**src/rtl/pos_ram_reader.sv**
```systemverilog
// rtl/pos_ram_reader.sv - Reads positions from the position RAM and streams them as packed 128-bit words.
module pos_ram_reader #(
  parameter int WEIGHT     = 66,
  parameter int LOG_WEIGHT = 7,
  parameter int LOGW       = 16,
  parameter int OUT_WIDTH  = 128
) (
  input  logic                  clk,
  input  logic                  rst,
  input  logic                  start_i,
  input  logic [LOG_WEIGHT:0]   count_i,
  output logic [LOG_WEIGHT-1:0] ram_addr_o,
  output logic                  ram_rd_o,
  input  logic [LOGW-1:0]       ram_q_i,
  output logic [OUT_WIDTH-1:0]  data_o,
  output logic                  valid_o,
  input  logic                  ready_i,
  output logic                  last_o,
  output logic                  busy_o,
  output logic                  done_o
);

  localparam int LANES  = OUT_WIDTH / LOGW;
  localparam int LANE_W = $clog2(LANES);

  typedef enum logic [2:0] {IDLE, READ, CAPT, HOLD, DONE} state_t;

  state_t              state;
  logic [LOG_WEIGHT:0] cnt;
  logic [LOG_WEIGHT:0] addr;       // next position to issue
  logic [LANE_W-1:0]   lane;       // lane of the read being issued
  logic                cap_valid;  // RAM data from last cycle's read is on ram_q_i
  logic [LANE_W-1:0]   cap_lane;

  logic [LOG_WEIGHT:0] clamp_cnt;
  logic [LOG_WEIGHT:0] addr_nxt;
  logic                word_end;

  assign clamp_cnt = (count_i > (LOG_WEIGHT+1)'(WEIGHT)) ? (LOG_WEIGHT+1)'(WEIGHT) : count_i;
  assign addr_nxt  = addr + 1'b1;
  assign word_end  = (lane == LANE_W'(LANES - 1)) || (addr_nxt == cnt);

  always_ff @(posedge clk) begin
    if (rst) begin
      state      <= IDLE;
      cnt        <= '0;
      addr       <= '0;
      lane       <= '0;
      cap_valid  <= 1'b0;
      cap_lane   <= '0;
      ram_addr_o <= '0;
      ram_rd_o   <= 1'b0;
      data_o     <= '0;
      valid_o    <= 1'b0;
      last_o     <= 1'b0;
      busy_o     <= 1'b0;
      done_o     <= 1'b0;
    end else begin
      cap_valid <= ram_rd_o;
      cap_lane  <= lane;

      case (state)
        IDLE: begin
          if (start_i) begin
            cnt    <= clamp_cnt;
            addr   <= '0;
            lane   <= '0;
            data_o <= '0;
            busy_o <= 1'b1;
            if (clamp_cnt != '0) begin
              state      <= READ;
              ram_rd_o   <= 1'b1;
              ram_addr_o <= '0;
            end else begin
              state <= DONE;
            end
          end
        end

        READ: begin
          addr <= addr_nxt;
          if (word_end) begin
            state    <= CAPT;
            ram_rd_o <= 1'b0;
            lane     <= '0;
          end else begin
            ram_addr_o <= addr_nxt[LOG_WEIGHT-1:0];
            lane       <= lane + 1'b1;
          end
        end

        CAPT: begin
          state   <= HOLD;
          valid_o <= 1'b1;
          last_o  <= (addr == cnt);
        end

        HOLD: begin
          if (ready_i) begin
            valid_o <= 1'b0;
            last_o  <= 1'b0;
            data_o  <= '0;
            if (addr == cnt) begin
              state  <= DONE;
              done_o <= 1'b1;
              busy_o <= 1'b0;
            end else begin
              state      <= READ;
              ram_rd_o   <= 1'b1;
              ram_addr_o <= addr[LOG_WEIGHT-1:0];
            end
          end
        end

        DONE: begin
          // Zero-count starts arrive here with done_o still low and pulse one cycle later.
          if (done_o) begin
            done_o <= 1'b0;
            state  <= IDLE;
          end else begin
            done_o <= 1'b1;
            busy_o <= 1'b0;
          end
        end

        default: state <= IDLE;
      endcase

      if (cap_valid) data_o[cap_lane*LOGW +: LOGW] <= ram_q_i;
    end
  end

endmodule
```
**config.mk**
```make
export PLATFORM = sky130hd
export DESIGN_NAME = pos_ram_reader
export DESIGN_NICKNAME = d
export VERILOG_FILES = /design/src/rtl/pos_ram_reader.sv
export SDC_FILE = /design/constraint.sdc
export NUM_CORES = 1
export LEC_CHECK = 0
export ABC_AREA = 1
export CAP_MARGIN = 20
export CORE_MARGIN = 2
export CORE_UTILIZATION = 41
export DETAILED_ROUTE_END_ITERATION = 12
export PLACE_DENSITY = 0.67
export REMOVE_ABC_BUFFERS = 1
export SYNTH_ARGS = -nofsm -noshare
export SYNTH_HDL_FRONTEND = slang
export SYNTH_SLANG_ARGS = --single-unit
```
**constraint.sdc**
```tcl
create_clock -name clk -period 2.75 [get_ports clk]
set_input_delay 0.55 -clock clk [delete_from_list [all_inputs] [get_ports clk]]
set_output_delay 0.55 -clock clk [all_outputs]
set_load 0.005 [all_outputs]
```
Yosys cells after proc, flatten, opt, wreduce, memory -nomap -nowiden:

Index checks and enable logic that the tools add are counted.

* bits in registers: 166
* bits of input ports: 28
* output and inout port bits: 140
* logic and storage cells: 94

* add/sub/neg operators: 3
* order comparisons: 1
* eq/ne operators: 16
* shift operators: 2
* muxes and demuxes: 43
* reduce and logical (&&, ||, !) cells: 16

Operators with widths (number)
* $mux W128: 4
* $pmux W128 S2: 1
* $bwmux W128: 1
* $shift A16 B34 Y128 const A: 1
* $shiftx A16 B34 Y128: 1
* $mux W7: 5
* $neg A7 Y34: 1
* $mux W3: 8
* $pmux W7 S3: 1
* $ne A2 B2 Y1 const B: 9
* $eq A8 B8 Y1: 2
* $mux W8: 2
* $pmux W8 S2: 1
* $pmux W3 S5: 1
* $mux W1: 13
* $reduce_and A6 Y1: 2
* $add A8 B1 Y8 const B: 1
* $gt A8 B7 Y1 const B: 1
* $reduce_bool A8 Y1: 1
* $eq A3 B2 Y1 const B: 2
* $eq A3 B3 Y1 const B: 2
* $pmux W1 S2: 3
* $pmux W1 S3: 2
* $pmux W3 S2: 1
* 10 further kinds: 15

Longest topological paths before layout:

Gate-level depths: netlist of run 1.

* word-level depth: 6
* gate-level depth with buffers: 15
* gate-level depth less buffers: 13

Least setup slack after synthesis of run 1:

OpenSTA, ideal clock, no wires.

* kind: flip-flop to flip-flop
* from: register cap_lane[0]
* to: register data_o[38]
* setup time: 0.142 ns
* arrival time: 2.048 ns
* required time: 2.608 ns
* path slack: 0.560 ns
* stages on the path, launching flop included: 11
* buffers on the path: 2
* period minus slack after synthesis: 2.190 ns
* cells stage by stage: dfxtp_1 -> inv_2 -> buf_1 -> ha_1 -> ha_1 -> inv_1 -> nor2_1 -> nand2_1 -> inv_1 -> buf_1 -> a211oi_2

* word-level cells in the longest chain between the ends: 4
* elaborated cells between the ends (all ways): 5
* those cells by class: add/sub (1); shift (2); mux (2)

Ends and longest elaborated chain
* from (decl): line 33 `logic [LANE_W-1:0] cap_lane;`
* from (signal assigned): line 60 `cap_lane <= lane;`
* $neg A7 Y34 (*): line 129 `if (cap_valid) data_o[cap_lane*LOGW +: LOGW] <= ram_q_i;`
* $shiftx A16 B34 Y128 / $shift A16 B34 Y128 (equally long branches): line 129
* $bwmux W128 (*): line 129
* $mux W128 (*): line 129
* to (signal, indexed assignment): line 129
* to (decl): line 15 `output logic [OUT_WIDTH-1:0] data_o,`

Every way passes the cells marked *; elsewhere a longest branch is shown, timed or not.
A chain may end at the register's enable or synchronous reset.

Worst setup path in the final report of run 1:

* from: register cap_lane[0]
* to: register data_o[84]

The elaborated chain is that of the path after synthesis.

==> results.md, run 1 <==
* Outcome: finished, final reports clean
* Avg Inst Size Synth at ~7.3 um2
* Post-CTS setup buffer count at 0
* CP max stage delay at 340 ps
* Min-Delay Path Class: reg2reg
* Leakage at between 4 and 5 nW
* Register area share after synthesis at about 45%
* Most frequent cells in the layout: nand2_1, dfxtp_1, clkdlybuf4s50_1
* Drt pass-1 iters at 5
* Die Y-Extent at 139 um
* Largest family of logic cells by synthesized area: simple AND/OR/NAND/NOR gates
* # hold bufs at CTS at 0
* Worst setup margin at 409 ps
* Diode count at 0
* Layout cells sized above 1 at under 10%
* Fin crit period at 2340 ps
* Remaining antenna violation count at 0
* Post-synth top flop: dfxtp_1
* Synth Area in XOR/XNOR at 0.704%
* Yosys Warn Count at 0
* Post-synth cell types at 36
* Die X at 139 um
* Complex-gate fraction of the synthesized area at between 10% and 20%
* GRT Residual Overflow at 0
* Via Count at 7257
* H-tree depth at 4
* Final hold slack at 442 ps
* Post-DP HPWL at approximately 16000 um
* TritonCTS Sinks at 166
* Row count at between 40 and 50
* Tot Pwr at 7.18 mW
* Mux contribution to synthesized area at 0%
* Critical path data arrival time at 2670 ps
* Vias in the first global route at around 6.5k
* #FFs+latches synth at about 170
* Clock tree root driver cell: clkbuf_16
* FMAX at around 0.43 GHz
* Crit start category: flip-flop
* Initial Util at 41.7%
* Finished layout cell area at 9930 um2
* Final Skew at 8.86 ps
* Layout net count at 1198
* Tcrit/Tclk final at 85.1%
* Peak supply drop at 490 uV
* Largest net degree at the start of global routing at 62
* Critical Path Slowest Stage Cell: dfxtp_1
* Post-Synth Adder-Cell Area at less than 1%
* Skew-Pair Late Insertion Delay at 430 ps
* Synth Area in Simple Gates at 27.8%
* Max cap viols at 0
* Clock slew at reported path FFs at 60 ps
* Port bufs at 167
* Die footprint at 19300 um2
* FFs w/ async S/R, synth at 0%
* Vias/cell at 5.16
* Routability congestion estimate at 0.842
* Worst setup EP type: flip-flop
* Worst path cell trace: inv_2, ha_1, ha_1, nor3_1, inv_1, nor2_1, nand2_1, inv_2, a21oi_1, nand2_1, inv_1
* RSZ-0062 raised after global routing: false
* Worst-Margin Slew at 687 ps
* DP Worst Slack at 418 ps
* Final Hold Viols at 0
* Routed WL per cell at approximately 16 um
* Inserted Clock Buffers at 17
* Placed Area at 9320 um2
* Power Density at 723 nW/um2
* Core ar. at 17900 um2
* Post-synth EDFFs at 0
* I/O pin total at 168
* First-pass GRT wire length at 35300 um
* CTS Buffer Depth at 2
* DR iter-0 viols at 587
* DR DRC count at 0
* Total wire length at 22200 um
* CTS tree: built
* Area grow syn2layout at 33.0%
* GRT Util Overall at 22.7%
* Max_slew headroom at 54.0%
* Final Max Slew Viols at 0
* Final setup fails at 0
* Mapped Area at 7470 um2
* Commonest non-fill, non-tap cell in the layout: nand2_1
* Initial antenna violation count at 0
* CP Max Fanout at 19
* Cells after Synth at just over 1k
* Post_cts resized at 0
* CP Data Required Time at 3080 ps
* Crit path kind: reg2reg
[critical path: cells and delay by family (launching register included)]
| kind | cells | cell delay [ps] |
|---|---|---|
| AO/OA/AOI/OAI | 1 | 100 |
| adder cells (fa/ha/maj) | 2 | 490 |
| flip-flops | 1 | 340 |
| buffers and inverters | 4 | 530 |
| AND/OR/NAND/NOR | 4 | 780 |
[metrics by stage]
stage / setup TNS [ps] / utilization (%) / instances
6_report: 0 / 55.5 / 1407
4_1_cts: 0 / 55.5 / 1407
3_3_place_gp: 0 / 52.1 / 1375
3_5_place_dp: 0 / 52.1 / 1375
5_1_grt: 0 / 55.5 / 1407
2_1_floorplan: -105210 / - / 956
[power breakdown]
part	internal, mW	switching [mW]
Sequential	2.57	0.124
Clock	1.48	0.974
Combinational	0.701	1.34
[synthesized netlist by cell type (all sizes together), types with 4 or more instances]
| master | number | area [um2] |
|---|---|---|
| a211oi | 29 | 288 |
| a21oi | 118 | 602 |
| buf | 30 | 181 |
| clkbuf | 37 | 139 |
| dfxtp | 166 | 3320 |
| ha | 5 | 62.6 |
| inv | 120 | 450 |
| nand2 | 215 | 815 |
| nand3 | 149 | 766 |
| nand3b | 5 | 37.5 |
| nand4 | 5 | 31.3 |
| nor2 | 51 | 224 |
| nor3 | 21 | 105 |
| o211ai | 4 | 30.0 |
| o21ai | 37 | 189 |
| or2 | 16 | 100 |
| xnor2 | 4 | 35.0 |
[final timing paths]
kind	startpoint	to	slack [ps]	depth (start not counted)
setup / recovery	cap_lane[0]	data_o[84]	410	11
hold / removal	lane[1]	cap_lane[1]	440	2
setup reg to reg	cap_lane[0]	data_o[84]	410	11
hold reg to reg	lane[1]	cap_lane[1]	440	2
[kinds of logic (layout without fill, tap and decap cells)]
group | Yosys count | after routing
buffers and inverters | 188 | 343
AND/OR/NAND/NOR | 462 | 462
flip-flops | 166 | 166
XOR/XNOR | 6 | 6
AO/OA/AOI/OAI | 196 | 196
adder cells (fa/ha/maj) | 5 | 5
[metal layers]
| layer | GRT usage, % | up-vias | routed length [um] |
|---|---|---|---|
| met5 | 0 | - | 0 |
| met4 | 7.02 | 0 | 419 |
| met3 | 5.87 | 27 | 1680 |
| met2 | 36.6 | 251 | 10200 |
| met1 | 30.0 | 3334 | 9920 |
| li1 | - | 3645 | - |
[flip-flops by register name (all words and copies together) (netlist names), 3 cells and up]
signal and count:
addr 8, cap_lane 3, cnt 8, data_o 128, lane 3, ram_addr_o 7
state 3
[layout make-up]
cell class              instances  area, um2
clock buffers                  20        457
clock inverters                12        151
fillers                      1661       7980
inverters                     121        454
multi-input cells             669       3380
flip-flops and latches        166       3320
well taps                     229        287
repair buffers                190       1880
Note: power is estimated with default switching activity, not from simulation.
==> run 2, diff against run 1 <==
--- a/config.mk
+++ b/config.mk
@@ -9,6 +9,7 @@
 export CAP_MARGIN = 20
 export CORE_MARGIN = 2
 export CORE_UTILIZATION = 41
+export CTS_CLUSTER_SIZE = 30
 export DETAILED_ROUTE_END_ITERATION = 12
 export PLACE_DENSITY = 0.67
 export REMOVE_ABC_BUFFERS = 1
==> results of run 2 <==
The final DEF is identical to that of run 1; final timing and power are the same.
==> run 3, diff against run 2 <==
--- a/config.mk
+++ b/config.mk
@@ -7,11 +7,13 @@
 export LEC_CHECK = 0
 export ABC_AREA = 1
 export CAP_MARGIN = 20
+export CORE_ASPECT_RATIO = 0.6
 export CORE_MARGIN = 2
 export CORE_UTILIZATION = 41
+export CTS_CLUSTER_DIAMETER = 100
 export CTS_CLUSTER_SIZE = 30
 export DETAILED_ROUTE_END_ITERATION = 12
-export PLACE_DENSITY = 0.67
+export PLACE_DENSITY = 0.7
 export REMOVE_ABC_BUFFERS = 1
 export SYNTH_ARGS = -nofsm -noshare
 export SYNTH_HDL_FRONTEND = slang
==> constraint.sdc (replaced) <==
create_clock -name clk -period 2.1 [get_ports clk]
set_input_delay 0.42 -clock clk [delete_from_list [all_inputs] [get_ports clk]]
set_output_delay 0.42 -clock clk [all_outputs]
set_load 0.005 [all_outputs]
==> run 3 against run 2 <==
  * Total power grew 35%
  * Via count grew 2.0%
  * Global-route usage grew 1.4 points
  * Core utilization grew 1.4 points
  * Critical path type unchanged
  * Largest cell class unchanged
  * Largest power group unchanged
  * Highest routed layer unchanged
==> results.md, run 3 (same netlist as run 1, synthesis figures left out) <==
* Clock slew at reported path FFs at 70 ps
* RSZ-0062 raised after global routing: false
* Routed WL per cell at 16.2 um
* Crit path kind: reg2reg
* Most frequent cells in the layout: nand2_1, dfxtp_1, clkdlybuf4s50_1
* Crit start category: flip-flop
* Final Skew at 14.4 ps
* Via Count at between 7k and 8k
* Routability congestion estimate at 0.894
* First-pass GRT wire length at 36100 um
* CTS tree: built
* Post_cts resized at 0
* CP Max Fanout at 26
* Fillers at 1676
* Post-CTS setup buffer count at 0
* Worst setup EP type: flip-flop
* TritonCTS Sinks at 166
* Area grow syn2layout at 36.9%
* # hold bufs at CTS at 0
* Final cell count without fillers at 1444
* Outcome: finished, final reports clean
* Min-Delay Path Class: in2reg
* Top Registers: data_o x128, addr x8, cnt x8
* Remaining antenna violation count at 0
* Clock tree root driver cell: clkbuf_16
* FMAX at between 0.5 and 0.6 GHz
* Die X at 178 um
* Total wire length at 23400 um
* Leakage at ~4.4 nW
* Worst-Margin Slew at ~560 ps
* Worst r2r src: state[2]
* GRT Util Overall at about a quarter
* Critical path data arrival time at about 2300 ps
* Largest register FFs at 128
* Port bufs at 167
* Vias/cell at between 5 and 6
* Initial antenna violation count at 0
* Row count at 38
* Max cap viols at 0
* Core ar. at approximately 18000 um2
* Power Density at 948 nW/um2
* Finished layout cell area at 10200 um2
* Tot Pwr at 9.69 mW
* Final Hold Viols at 0
* Max_slew headroom at a little over three fifths
* Tcrit/Tclk final at 92.4%
* CP Launch Point: state[2]
* Worst reg2reg path depth at 8
* Diode count at 0
* R2R setup slack at 160 ps
* Placed Area at 9620 um2
* Layout cells sized above 1 at around an eighth
* Largest net degree at the start of global routing at 77
* Cell count after placement at ~1.4k
* I/O pin total at 168
* Final hold slack at 395 ps
* Die Y-Extent at about 110 um
* Crit path to: data_o[32]
* Largest Register: data_o
* Peak supply drop at ~560 uV
* Reg-to-reg critical path endpoint: data_o[32]
* Fin crit period at 1940 ps
* Commonest non-fill, non-tap cell in the layout: nand2_1
* CTS Buffer Depth at 2
* Initial Util at roughly 42%
* DP Worst Slack at -41.6 ps
* Skew-Pair Late Insertion Delay at approximately 420 ps
* Layout net count at about 1.2k
* DR iter-0 viols at 670
* Post-DP HPWL at 16700 um
* CP Data Required Time at 2420 ps
* Final setup fails at 0
* Worst setup margin at 159 ps
* Drt pass-1 iters at 5
* Die footprint at 19300 um2
* DR DRC count at 0
* H-tree depth at 4
* GRT Residual Overflow at 0
* Vias in the first global route at 6544
* Final Max Slew Viols at 0
* Inserted Clock Buffers at 17
-- run 3: worst max-delay path: stages, from the launching register on --
cell and delay (ps):
dfxtp_1 430, nor2_2 80, nand2_1 210, inv_2 180
o21ai_4 220, buf_12 230, buf_4 200, a21oi_1 70
a211oi_1 200
-- run 3: how the worst min path moves through the flow --
stage / from / slack, ps / depth (start not counted) / end
2_1_floorplan: lane[1] / 420 / 2 / cap_lane[1]
5_1_grt: rst / 410 / 2 / data_o[88]
3_5_place_dp: lane[1] / 430 / 2 / cap_lane[1]
4_1_cts: rst / 380 / 2 / data_o[20]
3_3_place_gp: lane[1] / 430 / 2 / cap_lane[1]
6_report: rst / 390 / 2 / data_o[20]
-- run 3: area by class of cell --
type / instances / area (um2) / share of cell area [%]
repair buffers: 216 / 2160 / 21.2
well taps: 240 / 300 / 2.94
multi-input cells: 669 / 3400 / 33.2
clock buffers: 20 / 467 / 4.57
flip-flops and latches: 166 / 3320 / 32.5
inverters: 121 / 454 / 4.44
clock inverters: 12 / 116 / 1.14
-- run 3: through the flow --
stage	TNS (ps)	util [%]
after floorplan	-193610	-
after global placement	0	53.5
after detailed placement	-235	53.5
after CTS	0	56.7
after global routing	0	56.9
final	0	56.9
-- run 3: layer usage --
metal  GRT usage, %  up-vias  routed length, um
met4           4.65        0                194
met5              0        -                  0
met3           7.35       24               2610
met2           32.3      316               9120
met1           37.1     3357              11500
li1               -     3702                  -
-- run 3: power by group --
group	internal (mW)	leakage (nW)	switching [mW]
logic	1.18	2.73	1.86
registers	3.37	1.34	0.182
clock network	1.74	0.283	1.35
